`src/rtl/wave_seq_ctrl.sv`:
```
// Waveform sequencing controller: phase accumulator driving the LUT address and select, with registered sample capture.
// Latency: smp_data carries the LUT value of the step cycle one cycle later; wrap is registered alongside it.
// Backpressure: a step happens only when the sample slot is free; while smp_valid & !smp_ready, acc and the sample hold.
//
// Ports:
//   clk, rst              - clock; asynchronous active-high reset
//   cfg_valid/cfg_ready   - configuration handshake (cfg_sel, cfg_ftw)
//   run                   - level enable for sample generation
//   count, sel            - LUT address (acc top byte) and active waveform select
//   lut_phase             - combinational LUT output for (count, sel)
//   smp_valid/ready/data  - sample stream toward the DAC interface
//   wrap                  - one-cycle pulse aligned with the first count of a new period
module wave_seq_ctrl #(
    parameter int ACC_W = 16
) (
    input  logic             clk,
    input  logic             rst,
    input  logic             cfg_valid,
    output logic             cfg_ready,
    input  logic [1:0]       cfg_sel,
    input  logic [ACC_W-1:0] cfg_ftw,
    input  logic             run,
    output logic [7:0]       count,
    output logic [1:0]       sel,
    input  logic [7:0]       lut_phase,
    output logic             smp_valid,
    input  logic             smp_ready,
    output logic [7:0]       smp_data,
    output logic             wrap
);

    typedef enum logic [1:0] {
        IDLE  = 2'd0,
        RUN   = 2'd1,
        DRAIN = 2'd2
    } state_t;

    state_t           state;
    logic [ACC_W-1:0] acc;
    logic [1:0]       act_sel;
    logic [ACC_W-1:0] act_ftw;
    logic [1:0]       pend_sel;
    logic [ACC_W-1:0] pend_ftw;
    logic             pend;

    logic [ACC_W:0]   acc_sum;
    logic             slot_free;
    logic             cfg_acc;
    logic             run_apply;

    assign count     = acc[ACC_W-1 -: 8];
    assign sel       = act_sel;
    assign cfg_ready = (state == IDLE) || ((state == RUN) && !pend);
    assign cfg_acc   = cfg_valid && cfg_ready;
    assign slot_free = !smp_valid || smp_ready;

    // Extra MSB captures the carry-out that marks the end of a period.
    assign acc_sum = {1'b0, acc} + {1'b0, act_ftw};

    // Pending config is applied on a wrapping step; with a zero tuning word
    // no wrap can ever happen, so it is applied straight away instead.
    assign run_apply = pend &&
                       ((run && slot_free && acc_sum[ACC_W]) || (act_ftw == '0));

    always_ff @(posedge clk or posedge rst) begin
        if (rst) begin
            state     <= IDLE;
            acc       <= '0;
            act_sel   <= 2'b00;
            act_ftw   <= '0;
            pend_sel  <= 2'b00;
            pend_ftw  <= '0;
            pend      <= 1'b0;
            smp_valid <= 1'b0;
            smp_data  <= 8'h00;
            wrap      <= 1'b0;
        end else begin
            wrap <= 1'b0;
            case (state)
                IDLE: begin
                    acc <= '0;
                    if (cfg_acc) begin
                        act_sel <= cfg_sel;
                        act_ftw <= cfg_ftw;
                    end
                    if (run) begin
                        state <= RUN;
                    end
                end
                RUN: begin
                    if (!run) begin
                        // No further steps; let an outstanding sample drain.
                        state <= DRAIN;
                        if (smp_ready) begin
                            smp_valid <= 1'b0;
                        end
                    end else if (slot_free) begin
                        smp_data  <= lut_phase;
                        smp_valid <= 1'b1;
                        acc       <= acc_sum[ACC_W-1:0];
                        wrap      <= acc_sum[ACC_W];
                    end
                    if (run_apply) begin
                        act_sel <= pend_sel;
                        act_ftw <= pend_ftw;
                        pend    <= 1'b0;
                    end
                    // Accept only happens with pend clear, so it never races the apply.
                    if (cfg_acc) begin
                        pend_sel <= cfg_sel;
                        pend_ftw <= cfg_ftw;
                        pend     <= 1'b1;
                    end
                end
                DRAIN: begin
                    if (smp_valid) begin
                        if (smp_ready) begin
                            smp_valid <= 1'b0;
                        end
                    end else begin
                        state <= IDLE;
                        acc   <= '0;
                        if (pend) begin
                            act_sel <= pend_sel;
                            act_ftw <= pend_ftw;
                            pend    <= 1'b0;
                        end
                    end
                end
                default: begin
                    state <= IDLE;
                end
            endcase
        end
    end

endmodule
```
`config.mk`:
```
export PLATFORM = sky130hd
export DESIGN_NAME = wave_seq_ctrl
export DESIGN_NICKNAME = d
export VERILOG_FILES = /design/src/rtl/wave_seq_ctrl.sv
export SDC_FILE = /design/constraint.sdc
export NUM_CORES = 1
export LEC_CHECK = 0
export ABC_CLOCK_PERIOD_IN_PS = 6300
export BUFFER_PORTS_ARGS = -buffer_cell sky130_fd_sc_hd__buf_2
export CAP_MARGIN = 20
export CORE_MARGIN = 5
export CORE_UTILIZATION = 62
export CTS_BUF_LIST = sky130_fd_sc_hd__clkbuf_4 sky130_fd_sc_hd__clkbuf_8 sky130_fd_sc_hd__clkbuf_16
export CTS_CLUSTER_SIZE = 16
export DETAILED_ROUTE_END_ITERATION = 7
export GPL_TIMING_DRIVEN = 0
export PLACE_DENSITY = 0.82
export SETUP_SLACK_MARGIN = 0.05
export SKIP_LAST_GASP = 1
export SYNTH_ARGS = -nofsm -noshare
export SYNTH_HDL_FRONTEND = slang
export SYNTH_SLANG_ARGS = --single-unit
```
`constraint.sdc`:
```
create_clock -name clk -period 6.3 [get_ports clk]
set_clock_uncertainty 0.2 [all_clocks]
set_input_delay 1.26 -clock clk [delete_from_list [all_inputs] [get_ports clk]]
set_output_delay 1.26 -clock clk [all_outputs]
set_load 0.005 [all_outputs]
```
==> qor.yml, run 1 <==
run_status:
  status: "finished clean"
global_routing:
  gr-usage-met1_pct: 29.49
  grtUsageTotal_pct: 23.55
  overflow: 0
  top_usage_layer: "met2"
  grt_pass1_wl_um: 14010
  grt_max_degree: 41
  antenna_found_initial: 0
  grt_pass1_vias: 2976
  grt.met2_usage_pct: 39.79
  grt_use_met3_pct: 6.585
setup_path:
  worstSetupPathType: "register to primary output"
  critical_path_required_ps: 4840
  path_max_fanout: 7
  critPathCaptureType: "primary output"
  startpoint_type: "register"
  critPathArrivalTime_ps: 1880
pwr:
  p_seq_share_pct: 31.0
  combPwrFrac_pct: 53.9
  power_switching_mw: 0.9845
  p_per_area_nw_per_um2: 578.6
  netSwitchingFraction_pct: 39.37
  p_leak_nw: 2.124
  fin_total_pwr_mw: 2.500
  intPower_mw: 1.516
  ir_worst_vdd_mv: 0.4098
  p_clk_share_pct: 15.1
die:
  fp.coreArea_um2: 5886
  io_pins: 52
  die_height_um: 87.65
  num_rows: 28
  die_x_um: 87.65
  dieArea_um2: 7683
  start_util_pct: 63.52
timing:
  slew_headroom_pct: 60.27
  hold_viol: 0
  fin_ws_ps: 2959
  worst_pin_slew_ps: 595.9
  final.min_clock_period_ps: 3341
  post-route-period-util_pct: 53.03
  setup_viol_count_final: 0
  holdWs_ps: 293.5
  finalMaxSlewViolations: 0
  rsz0062_at_grt: "false"
  fmax_mhz: 299.3
  final.setup.tns_ps: 0
drt:
  dr.pass1.iters: 4
  drc: 0
  ant_nets: 0
  avgRoutedWirePerCell_um: 16.81
  viasPerCell: 5.870
  dr_total_vias: 2794
  wl_um: 8000
  drt-initial-drc-count: 141
logic_synthesis:
  ys_warn_count: 0
  synth_top_family_by_area: "multiplexers"
  ys_seq_area_share_pct: 43.51
  synthAdderAreaFrac_pct: 7.564
  synth_cell_type_count: 53
  ys_ff_latch: 65
  synth_compound_area_share_pct: 13.35
  synthCells: 333
  synth-xor-area-share_pct: 1.640
  synth_area_um2: 3739
  synth_edf_count: 0
  synth_mux_area_share_pct: 20.08
  dominantRegCellSynth: "dfrtp_1"
  postSynthAreaPerCell_um2: 11.23
  async_flop_share_pct: 100.0
  synthSimpleGateAreaFrac_pct: 9.672
  syn-num-nets: 386
cts:
  htreeDepth: 3
  tritoncts: "yes"
  cts.sinks: 65
  cts_buffer_depth: 2
  cts_buffers: 9
  clk_pin_slew_ps: 70
  cts-resized-gates: 0
  cts_root_buf: "clkbuf_8"
  clock_latency_ps: 340
  cts_setup_buffers: 0
  holdBufCountCts: 0
worst_hold_path:
  hold_path.class: "register to register"
final_layout:
  fin_nets: 449
  diodes: 0
  post-route-util_pct: 73.43
  mostFrequentLayoutCell: "dfrtp_1"
  finalInstanceArea_um2: 4322
  drive_gt1_share_pct: 36.66
  syn_to_final_growth_pct: 15.60
  n_fill_cell: 416
  stdcell_count: 476
  final_cell_mix: "dfrtp_1 (65), buf_2 (53), mux2_2 (52)"
place:
  dpl.hpwl_um: 5998
  dpl-instance-area_um2: 4108
  placed_cells: 460
  io_buffers: 51
  pre_cts_slack_ps: 3045
  place_congestion: 0.9097
flow_run:
  cap_violations: 0
## worst max-delay path, stage by stage, from the launching register on
cell and delay, ps:
dfrtp_1 420, inv_1 130, ha_1 280, inv_1 150
o21ai_0 360, buf_2 200
## final cells by class
type	instances	area [µm²]	share of cell area, %
buffer	17	107.6	2.490
inverter	13	48.80	1.129
sequential	65	1627	37.64
timing repair buffer	52	275.3	6.369
clock buffer	11	151.4	3.503
multi-input combinational	238	1956	45.25
tap	75	93.84	2.171
clock inverter	5	62.56	1.448
## registers in the layout, summed over array words and instances (netlist names)
register,count
acc,16
act_ftw,16
pend,1
pend_ftw,16
pend_sel,2
sel,2
smp_data,8
smp_valid,1
state,2
wrap,1
## per-layer routing
layer	wire (µm)	part of all wire, %
met5	0	0
met4	67	0.84
met3	528	6.6
met2	4008	50
met1	3396	42
## synth_stat cells, types with 3 or more instances
cell type   n  area, µm²
dfrtp_1    65       1627
mux2_2     52      585.6
nand2_1    30      112.6
ha_1       21      262.8
o21ai_0    19      95.09
inv_1      13      48.80
nor2_1     12      45.04
a21o_1     11      82.58
a21oi_1    11      55.05
mux2_4      9      135.1
buf_4       8      60.06
clkbuf_1    6      22.52
nand3_1     6      30.03
xor2_1      6      52.55
nor4_1      5      31.28
nand4_1     4      25.02
a211o_1     3      26.28
a22o_1      3      26.28
a31oi_1     3      18.77
mux2i_1     3      30.03
o21a_1      3      22.52
## worst paths after layout
kind / from / end / slack [ps] / cells after the start
min in group asynchronous: rst / pend_sel[1]$_DFFE_PP0P_ / 760 / 2
max reg2reg: act_ftw[0]$_DFFE_PP0P_ / act_ftw[3]$_DFFE_PP0P_ / 3110 / 10
max: state[1]$_DFFE_PP0P_ / cfg_ready / 2960 / 5
min: acc[4]$_DFFE_PP0P_ / acc[4]$_DFFE_PP0P_ / 290 / 2
max in group asynchronous: rst / acc[6]$_DFFE_PP0P_ / 4540 / 3
min reg2reg: acc[4]$_DFFE_PP0P_ / acc[4]$_DFFE_PP0P_ / 290 / 2
## kinds of logic after synthesis
group | Yosys count
AO/OA/AOI/OAI | 72
adder cells (fa/ha/maj) | 22
multiplexers | 64
buffers and inverters | 30
XOR/XNOR | 7
flip-flops | 65
AND/OR/NAND/NOR | 73
## power by group through the flow
stage	clock network (mW)	registers [mW]	logic (mW)
6_report	0.377	0.776	1.35
5_1_grt	0.403	0.803	1.50
4_1_cts	0.383	0.774	1.35
3_5_place_dp	0	0.779	1.34
3_3_place_gp	0	0.765	1.29
2_1_floorplan	0	0.734	1.05
Note: power is estimated with default switching activity, not from simulation.
==> inputs of run 2 (changes only) <==
--- a/config.mk
+++ b/config.mk
@@ -5,16 +5,16 @@
 export SDC_FILE = /design/constraint.sdc
 export NUM_CORES = 1
 export LEC_CHECK = 0
-export ABC_CLOCK_PERIOD_IN_PS = 6300
+export ABC_CLOCK_PERIOD_IN_PS = 3000
 export BUFFER_PORTS_ARGS = -buffer_cell sky130_fd_sc_hd__buf_2
 export CAP_MARGIN = 20
 export CORE_MARGIN = 5
-export CORE_UTILIZATION = 62
+export CORE_UTILIZATION = 52
 export CTS_BUF_LIST = sky130_fd_sc_hd__clkbuf_4 sky130_fd_sc_hd__clkbuf_8 sky130_fd_sc_hd__clkbuf_16
 export CTS_CLUSTER_SIZE = 16
 export DETAILED_ROUTE_END_ITERATION = 7
 export GPL_TIMING_DRIVEN = 0
-export PLACE_DENSITY = 0.82
+export PLACE_DENSITY = 0.73
 export SETUP_SLACK_MARGIN = 0.05
 export SKIP_LAST_GASP = 1
 export SYNTH_ARGS = -nofsm -noshare
==> constraint.sdc (replaced) <==
create_clock -name clk -period 3 [get_ports clk]
set_clock_uncertainty 0.2 [all_clocks]
set_input_delay 0.6 -clock clk [delete_from_list [all_inputs] [get_ports clk]]
set_output_delay 0.6 -clock clk [all_outputs]
set_load 0.005 [all_outputs]
==> run 2 against run 1 <==
Non-clock buffer count up 7. Via count up 0.21%. Final cell count up 6.3%. First-iteration DRC count up 3.5%. Critical path depth up 6. Clock power up 120%. Wire length up 1.4%. Worst hold slack worse by 180 ps. Cell area up 2.6%. Critical endpoint is now act_ftw[0]$_DFFE_PP0P_. Largest power group unchanged.
==> qor.yml, run 2 (synthesized netlist as in run 1, its figures left out) <==
run_status:
  status: "finished clean"
cts:
  cts_buffers: 9  # unchanged
  clock_latency_ps: 350  # about the same
  cts_root_buf: "clkbuf_8"
  holdBufCountCts: 0  # unchanged
  tritoncts: "yes"
  cts_buffer_depth: 2  # unchanged
  htreeDepth: 3  # unchanged
  cts.sinks: 65  # unchanged
  clk_pin_slew_ps: 80  # about the same
drt:
  drt-initial-drc-count: 146  # +3.5%
  dr.pass1.iters: 4  # unchanged
  dr_total_vias: 2800  # +0.21%
  avgRoutedWirePerCell_um: 16.02  # -4.7%
  wl_um: 8108  # +1.4%
  ant_nets: 0  # unchanged
  drc: 0  # unchanged
  viasPerCell: 5.534  # -5.7%
place:
  placed_cells: 484  # +5.2%
  io_buffers: 51  # unchanged
  place_congestion: 0.8732  # -4.0%
  dpl-instance-area_um2: 4138  # +0.73%
  dpl.hpwl_um: 5903  # -1.6%
global_routing:
  overflow: 0  # unchanged
  grt_pass1_wl_um: 13190  # -5.9%
  grt_pass1_vias: 2798  # -6.0%
  grtUsageTotal_pct: 19.18  # -4.4 points
  grt_max_degree: 38  # -7.3%
  antenna_found_initial: 0  # unchanged
setup_path:
  path_max_fanout: 10  # +3
  r2r_end: "act_ftw[0]$_DFFE_PP0P_"
  reg2reg_depth: 11  # +1
  rrSetupSlack_ps: 140  # -2970 ps
  worstSetupPathType: "register to register"
  critical_path_required_ps: 3040  # -1800 ps
  critPathLaunch: "act_ftw[0]$_DFFE_PP0P_"
  critPathCaptureType: "register"
  critPathArrivalTime_ps: 2900  # +1020 ps
  startpoint_type: "register"
  worstReg2RegStart: "act_ftw[0]$_DFFE_PP0P_"
final_layout:
  mostFrequentLayoutCell: "dfrtp_1"
  final_cell_mix: "dfrtp_1 (65), buf_2 (53), mux2_2 (52)"
  n_fill_cell: 604  # +45%
  stdcell_count: 506  # +6.3%
  post-route-util_pct: 62.11  # -11 points
  fin_nets: 456  # +1.6%
  top_regs: "acc x16, act_ftw x16, pend_ftw x16"
  finalInstanceArea_um2: 4433  # +2.6%
  diodes: 0  # unchanged
  drive_gt1_share_pct: 38.57  # +1.9 points
  syn_to_final_growth_pct: 18.57
timing:
  post-route-period-util_pct: 95.35
  worst_pin_slew_ps: 623.6  # +27.71 ps
  slew_headroom_pct: 58.37  # -1.9 points
  setup_viol_count_final: 0  # unchanged
  final.min_clock_period_ps: 2861
  rsz0062_at_grt: "false"
  final.setup.tns_ps: 0  # unchanged
  finalMaxSlewViolations: 0  # unchanged
  hold_viol: 0  # unchanged
  fmax_mhz: 349.6
pwr:
  fin_total_pwr_mw: 5.431  # +120%
  p_per_area_nw_per_um2: 1225  # +110%
  p_leak_nw: 2.161  # +1.7%
  ir_worst_vdd_mv: 0.8612  # +110%
die:
  die_x_um: 94.79  # +8.1%
  io_pins: 52  # unchanged
  num_rows: 31  # +11%
  fp.coreArea_um2: 7137  # +21%
  die_height_um: 94.79  # +8.1%
  dieArea_um2: 8985  # +17%
  start_util_pct: 52.38  # -11 points
worst_hold_path:
  hold_path.class: "input pin to asynchronous set/reset pin"
flow_run:
  cap_violations: 0  # unchanged
run 2: cell types whose count changed in the layout (fill, tap and decap cells not counted), sizes merged:
| cell | change |
|---|---|
| buf | +7 |
| bufinv | +1 |
| clkbuf | -2 |
run 2: layer usage:
| metal | track usage [%] | part of all wire (%) |
|---|---|---|
| met1 | 24.91 | 46 |
| met2 | 30.59 | 47 |
| met3 | 5.259 | 4.9 |
| met4 | 7.212 | 2.2 |
| met5 | 0 | 0 |
run 2: metrics by stage:
stage | worst slack [ps] | hold slack [ps]
2_1_floorplan | 206.1 | 249.8
6_report | 139.4 | 114.8
4_1_cts | 94.15 | 139.7
3_3_place_gp | -198.3 | 271.3
5_1_grt | 25.64 | 166.9
3_5_place_dp | -204.8 | 273.0
run 2: repair_timing:
| item | in CTS | in global routing |
|---|---|---|
| buffers inserted | 2 | 5 |
| resized for setup | 0 | 7 |
| pin swaps | 1 | 3 |
| setup endpoints to repair | 18 | 21 |
run 2: how the worst max path moves through the flow:
stage / slack [ps] / cells past startpoint / endpoint
after detailed placement: -200 / 10 / act_ftw[6]$_DFFE_PP0P_
after global routing: 30 / 11 / act_ftw[2]$_DFFE_PP0P_
after CTS: 90 / 10 / sel[0]$_DFFE_PP0P_
final: 140 / 11 / act_ftw[0]$_DFFE_PP0P_
after floorplan: 210 / 10 / act_ftw[0]$_DFFE_PP0P_
after global placement: -200 / 2 / acc[4]$_DFFE_PP0P_
run 2: power breakdown:
part | total (mW) | internal [mW] | switching (mW)
registers | 1.62 | 1.31 | 0.310
clock network | 0.830 | 0.467 | 0.363
logic | 2.98 | 1.54 | 1.43
run 2: area by class of cell:
class	instances	area, µm²	area share (%)
Buffer	17	107.6	2.427
Timing Repair Buffer	59	339.1	7.649
Multi-Input combinational cell	238	1971	44.45
Sequential cell	65	1627	36.69
Clock buffer	9	123.9	2.794
Inverter	13	48.80	1.101
Tap cell	99	123.9	2.794
Clock inverter	6	92.59	2.089
run 2: worst max-delay path, cell delays in order (launching register included):
cell       delay (ps)
dfrtp_1           380
ha_2              210
inv_1              50
fa_1              370
and2b_2           260
o2111ai_2         140
nand4_1           170
a21oi_2           100
a211oi_4          230
buf_6             150
buf_8             160
mux2_4            310
